<file path="src/rtl/boxcar_trigger.sv">
// Boxcar (moving-window) sum with threshold trigger, hold-off and re-arm hysteresis.
// Define BOXCAR_TRIGGER_TRIG_CNT_EN to build the saturating trigger counter; otherwise trig_cnt is tied to 0.
module boxcar_trigger #(
  parameter int P_NBITS_ADDR = 8,
  parameter int P_NBITS_DATA = 14,
  parameter int P_NBITS_SUM  = P_NBITS_DATA + P_NBITS_ADDR
) (
  input  logic                    clk,
  input  logic                    rst_n,
  input  logic                    in_wr,
  input  logic                    in_valid,
  input  logic [P_NBITS_DATA-1:0] qo,
  input  logic [P_NBITS_DATA-1:0] qn,
  input  logic [P_NBITS_SUM-1:0]  thr,
  input  logic [15:0]             holdoff,
  input  logic                    clr,
  output logic [P_NBITS_SUM-1:0]  sum,
  output logic                    sum_valid,
  output logic                    trig,
  output logic [15:0]             trig_cnt,
  output logic                    err
);

  localparam int W = P_NBITS_SUM + 1;

  typedef enum logic [1:0] {IDLE, ARMED, HOLDOFF, REARM} state_t;

  state_t                 state, state_nxt;
  logic [P_NBITS_SUM-1:0] sum_nxt;
  logic                   sum_valid_nxt, trig_nxt, err_nxt;
  logic [15:0]            hcnt, hcnt_nxt;
  logic [W-1:0]           acc, upd;
  logic                   under;

  // One extra bit of headroom: sum+qo cannot overflow and sum+qo<qn is detectable.
  assign acc   = {1'b0, sum} + W'(qo);
  assign under = acc < W'(qn);
  assign upd   = acc - W'(qn);

  always_comb begin
    state_nxt     = state;
    sum_nxt       = sum;
    sum_valid_nxt = sum_valid;
    trig_nxt      = 1'b0;
    err_nxt       = err;
    hcnt_nxt      = hcnt;
    if (clr) begin
      state_nxt     = IDLE;
      sum_nxt       = '0;
      sum_valid_nxt = 1'b0;
      err_nxt       = 1'b0;
      hcnt_nxt      = '0;
    end else if (in_wr) begin
      if (!in_valid) begin
        if (sum_valid) begin
          sum_nxt       = P_NBITS_SUM'(qo);
          sum_valid_nxt = 1'b0;
          state_nxt     = IDLE;
        end else begin
          sum_nxt = acc[P_NBITS_SUM-1:0];
        end
      end else begin
        sum_nxt       = under ? '0 : upd[P_NBITS_SUM-1:0];
        err_nxt       = err | under;
        sum_valid_nxt = 1'b1;
        // Thresholds compare against the value sum will show after this update.
        case (state)
          IDLE:  state_nxt = ARMED;
          ARMED: begin
            if (sum_nxt >= thr) begin
              trig_nxt  = 1'b1;
              hcnt_nxt  = holdoff;
              state_nxt = HOLDOFF;
            end
          end
          HOLDOFF: begin
            if (hcnt == '0) state_nxt = REARM;
            else            hcnt_nxt  = hcnt - 16'd1;
          end
          REARM: begin
            if (sum_nxt < thr) state_nxt = ARMED;
          end
          default: state_nxt = IDLE;
        endcase
      end
    end
  end

  always_ff @(posedge clk or negedge rst_n) begin
    if (!rst_n) begin
      state     <= IDLE;
      sum       <= '0;
      sum_valid <= 1'b0;
      trig      <= 1'b0;
      err       <= 1'b0;
      hcnt      <= '0;
    end else begin
      state     <= state_nxt;
      sum       <= sum_nxt;
      sum_valid <= sum_valid_nxt;
      trig      <= trig_nxt;
      err       <= err_nxt;
      hcnt      <= hcnt_nxt;
    end
  end

`ifdef BOXCAR_TRIGGER_TRIG_CNT_EN
  always_ff @(posedge clk or negedge rst_n) begin
    if (!rst_n)                        trig_cnt <= '0;
    else if (clr)                      trig_cnt <= '0;
    else if (trig_nxt && trig_cnt != '1) trig_cnt <= trig_cnt + 16'd1;
  end
`else
  assign trig_cnt = '0;
`endif

endmodule

</file>
<file path="config.mk">
export PLATFORM = sky130hd
export DESIGN_NAME = boxcar_trigger
export DESIGN_NICKNAME = d
export VERILOG_FILES = /design/src/rtl/boxcar_trigger.sv
export SDC_FILE = /design/constraint.sdc
export NUM_CORES = 1
export LEC_CHECK = 0
export CAP_MARGIN = 20
export CORE_ASPECT_RATIO = 1.1
export CORE_MARGIN = 3
export CORE_UTILIZATION = 48
export CTS_BUF_LIST = sky130_fd_sc_hd__clkbuf_8 sky130_fd_sc_hd__clkbuf_16
export CTS_CLUSTER_DIAMETER = 60
export CTS_CLUSTER_SIZE = 25
export DETAILED_ROUTE_END_ITERATION = 10
export PLACE_DENSITY = 0.89
export SETUP_SLACK_MARGIN = 0.5
export SLEW_MARGIN = 25
export SYNTH_ARGS = -nofsm -noshare
export SYNTH_HDL_FRONTEND = slang
export SYNTH_SLANG_ARGS = --single-unit
</file>
<file path="constraint.sdc">
create_clock -name clk -period 5.9 [get_ports clk]
set_clock_uncertainty 0.05 [all_clocks]
set_input_delay 1.18 -clock clk [delete_from_list [all_inputs] [get_ports clk]]
set_output_delay 1.18 -clock clk [all_outputs]
set_load 0.1 [all_outputs]
</file>
# Yosys cells after proc, flatten, opt, wreduce, memory -nomap -nowiden
# Index checks and enable logic that the tools add are counted.
word_totals:
  ff_bits: 43
  inputBits: 71
  output_inout_bits: 41
  wordCells: 60
op_classes:
  n_addsub: 3
  magnitude_cmp: 3
  eq_ne: 8
  muxes: 30
  bitwise: 1
  reduce_logical: 9
ops:
  columns: ["cell", "count"]
  rows:
  - ["$mux W22", 5]
  - ["$mux W16", 5]
  - ["$pmux W16 S2", 1]
  - ["$add A22 B14 Y23", 1]
  - ["$lt A23 B14 Y1", 1]
  - ["$ge A22 B22 Y1", 1]
  - ["$lt A22 B22 Y1", 1]
  - ["$sub A22 B14 Y22", 1]
  - ["$logic_not A16 Y1", 1]
  - ["$sub A16 B1 Y16 const B", 1]
  - ["$mux W2", 7]
  - ["$ne A4 B4 Y1 const B", 3]
  - ["$mux W1", 11]
  - ["$reduce_and A5 Y1", 2]
  - ["$pmux W2 S4", 1]
  - ["$ne A3 B3 Y1 const B", 2]
  - ["$reduce_bool A3 Y1", 2]
  - ["$eq A2 B2 Y1 const B", 2]
  - ["$reduce_bool A2 Y1", 2]
  - ["$eq A2 B1 Y1 const B", 1]
  - ["$logic_not A2 Y1", 1]
  - ["$reduce_and A2 Y1", 1]
  - ["$or A1 B1 Y1", 1]

# Logic depth before layout (Yosys ltp)
depth:
  ltp_word: 9
  ltp_mapped: 32
  ltp_nobuf: 27

# Least setup slack after synthesis
# No wires, ideal clock.
synth_timing:
  kind: "input -> register"
  start: "in qo[0]"
  end: "reg hcnt[5]"
  arrival_ns: 6.874
  required_ns: 5.724
  setup_slack_ns: -1.150
  path_stages: 31
  path_cell_list: "ha_1 -> inv_1 -> fa_1 -> nand2b_1 -> a211oi_1 -> o21a_1 -> nor2_1 -> xnor2_1 -> ha_1 -> a21o_1 -> a21oi_1 -> a31o_2 -> a41oi_1 -> a221oi_2 -> nand3_2 -> and4b_1 -> buf_6 -> buf_2 -> buf_2 -> nor2_1 -> ha_1 -> a21o_1 -> a21o_1 -> a21oi_1 -> nand2_1 -> o31ai_1 -> a31oi_1 -> and2_1 -> clkbuf_1 -> and3_1 -> a221o_1"
synth_via:
  elab_chain_len: 6
  elab_cells_between_ends: 7
synth_lines:
  columns: ["item", "line_no", "rtl"]
  rows:
  - ["from (decl)", "12", "input logic [P_NBITS_DATA-1:0] qo,"]
  - ["$add A22 B14 Y23 *", "36", "assign acc = {1'b0, sum} + W'(qo);"]
  - ["$sub A22 B14 Y22 or $lt A23 B14 Y1 (tied branches)", "38, 37", null]
  - ["$mux W22 *", "63", "sum_nxt = under ? '0 : upd[P_NBITS_SUM-1:0];"]
  - ["$ge A22 B22 Y1 *", "70", "if (sum_nxt >= thr) begin"]
  - ["$ne A3 B3 Y1 (no line) *", null, null]
  - ["$reduce_and A5 Y1 (no line) *", null, null]
  - ["to (signal assigned)", "103", "hcnt <= hcnt_nxt;"]
  - ["to (decl)", "31", "logic [15:0] hcnt, hcnt_nxt;"]
# Mark *: on every way between the ends. The rest lies on a longest branch, timed or not.
# A chain may end at the register's enable or synchronous reset.

# Final worst setup path
layout_timing:
  start: "in qo[0]"
  end: "reg hcnt[9]"
# Same word-level chain as after synthesis.

==> impl_results.md <==
- Status: finished, violations left
- Failing checks: negative setup slack
- Synth warn: 0
- Post-Synth Simple-Gate Area: 0.237
- Placer Congestion: 1.07
- WL per Instance: 20.2 µm
- Psw: 2.34 mW
- Hold Buf Count CTS: 0
- Num CTS Buffers: 5
- 1st-pass router iterations: 5
- Max VDD drop: 0.000268 V
- Initial detailed-routing violation count: 641
- Final critical-path required period: 6540 ps
- Ant. Diodes: 0
- Setup violations, final: 19
- Most common cell after layout, fill and taps aside: buf_4
- Share of total power in the clock network: 0.056
- Kind of critical path: input pin to register
- PortBufs: 95
- Rel. slew slack: 0.342
- Die Y: 114 µm
- Post-Syn Area: 0.00513 mm²
- Vias in the first global route: 6473
- CTS Root Cell: clkbuf_8
- TritonCTS clock tree: built
- Synth-to-layout area growth: 54.0%
- DP Worst Slack: -1510 ps
- Fin Setup TNS: -10360 ps
- Chip width: 105 µm
- Setup WS post-layout: -638 ps
- Gr usage total: 0.326
- Largest net degree at the start of global routing: 44
- Core box area: 0.0101 mm²
- Clock buffer depth: 2
- Hold Path Class: register to register
- H-tree levels: 2
- Final ANT Viol Nets: 0
- CP required: 6080 ps
- Die Area: 0.0120 mm²
- Synth Area in Adders: 0.142
- Worst Tran Pin Value: 984 ps
- Most frequent cells in the layout: 149 x buf_4, 85 x clkdlybuf4s50_1, 55 x inv_1, 55 x nand2_1, 50 x nor2_1
- PwrDens: 588 mW/mm²
- Sequential Power Share: 0.092
- Via count: 6587
- Synth cell types: 69
- Slowest cell on the critical path: a2111oi_2
- Post-synthesis compound-gate area fraction: 0.253
- Placed wire-length estimate: 13900 µm
- Effective utilization at floorplan: 0.507
- Syn_area_per_cell: 7.61 µm²
- Post-synthesis mux area share: 0.0122
- Flop2flop setup slack: -150 ps
- Fin. max-slew vios: 0
- Fin crit share: 1.11
- Initial antenna violation count: 0
- Total Wirelength: 21300 µm
- Worst-Skew Late Latency: 330 ps
- Internal: 2.31 mW
- Startpoint Class: input pin
- First-pass GRT wire length: 31700 µm
- Post-Synth XOR/XNOR Area: 0.0563
- Clock Sinks: 43
- Num rows: 38
- Register area share after synthesis: 0.210
- F_max: 153 MHz
- Ys async rst share: 1.00
- Utilization after layout: 0.780
- Largest family of logic cells by synthesized area: compound AO/OA/AOI/OAI gates
- Worst r2r path cells: 29
- Final hold vios: 0
- Worst Setup End Kind: register
- Crit Path Max Fanout: 6
- Ports: 112
- Number of enable flip-flop cells after synthesis: 0
- Worst stage delay on the critical path: 450 ps
- DR vias/cell: 6.24
- Unrepaired setup endpoints after global routing: true
- Leak Pwr: 3.69 nW
- Combinational power share: 0.852
- Share of cells above drive strength 1: 0.285
- Max cap viols: 0
- Hold path cells: 1
- DRC: 0
- Clk slew on worst S/H paths: 100 ps
- Top_reg_cell synth: dfrtp_1
- Switching Fraction: 0.502
- Data arrival, critical path: 6720 ps
- Gate Count Post-Synth: 674
- Yosys reg bits: 43
- # nets final: 1042
- Global route overflow: 0
[synth_stat cells, drive strengths merged, types with 4 or more instances]
master,n,area (µm²)
nor2,58,218
o32ai,4,35.0
a21o,16,120
and3,5,31.3
nor3,14,70.1
o221ai,4,35.0
o22ai,4,25.0
a221oi,4,41.3
nand3,22,115
ha,55,688
buf,25,179
xnor2,19,166
nand2b,20,125
a211oi,7,52.6
mux2i,4,40.0
o31a,6,52.6
o211ai,14,105
clkbuf,15,56.3
inv,57,214
nand4,11,68.8
a31oi,13,81.3
nor2b,12,75.1
and2,14,87.6
o21ai,32,160
o21a,8,60.1
nand2,57,214
dfrtp,43,1080
xor2,14,123
a21oi,55,283
or3,10,62.6
[final cells by class]
cell class                      instances  area [µm²]
Sequential cell                        43        1080
Multi-Input combinational cell        548        4080
Fill cell                             621        2230
Inverter                               58         218
Timing Repair Buffer                  258        2240
Clock inverter                          3        43.8
Clock buffer                            5        68.8
Tap cell                              140         175
[routing by layer]
| layer | track usage | wire length, µm | up-vias | part of all wire |
|---|---|---|---|---|
| met3 | 0.0496 | 2160 | 142 | 0.10 |
| met4 | 0.191 | 1290 | 0 | 0.060 |
| met1 | 0.387 | 7740 | 3097 | 0.36 |
| li1 | - | - | 2869 | - |
| met5 | 0 | 0 | - | 0 |
| met2 | 0.562 | 10200 | 479 | 0.48 |
[through the flow]
| step | cell area (µm²) | hold WS, ps | power, mW | instances |
|---|---|---|---|---|
| after CTS | 7570 | 484 | 4.04 | 1040 |
| after global placement | 7040 | 465 | 3.38 | 1004 |
| final | 7900 | 477 | 4.65 | 1055 |
| after global routing | 7900 | 513 | 4.89 | 1055 |
| after detailed placement | 7040 | 459 | 3.50 | 1004 |
| after floorplan | 5280 | 479 | 2.40 | 689 |
[power groups by stage]
stage | clock network (mW) | logic, mW | registers, mW
global route | 0.273 | 4.18 | 0.431
detailed placement | 0 | 3.08 | 0.420
CTS | 0.261 | 3.36 | 0.422
finish | 0.260 | 3.96 | 0.427
global placement | 0 | 2.96 | 0.415
floorplan | 0 | 1.65 | 0.742
[cells by family after synthesis]
kind of cell | after synthesis
and+or+nand+nor | 242
DFF | 43
other | 1
muxes | 6
AOI/OAI and AO/OA | 194
adders and majority gates | 57
buffers and inverters | 98
xor gates and xnor gates | 33
[critical path, delay by kind of cell]
kind / cells / cell delay (ps)
AO/OA/AOI/OAI: 11 / 2230
AND/OR/NAND/NOR: 10 / 1670
adder cells (fa/ha/maj): 4 / 1070
buffers and inverters: 4 / 380
XOR/XNOR: 1 / 170
[final timing paths]
kind	startpoint	end
max	qo[0]	hcnt[9]
min in group asynchronous	rst_n	state[0]
max in group asynchronous	rst_n	sum[17]
min	err	err
max reg2reg	sum[0]	hcnt[9]
min reg2reg	err	err
[state kept, by name (all words and copies together) (netlist names)]
signal,count
err,1
hcnt,16
state,2
sum,22
sum_valid,1
trig,1
[timing repair]
action                                  4_1_cts  5_1_grt
buffers inserted                             28       14
endpoints found under the setup margin       20       19
resized for setup                            69       47
pin swaps                                    45       45
gates cloned                                  0        1
Power figures use the tool's default switching activity.
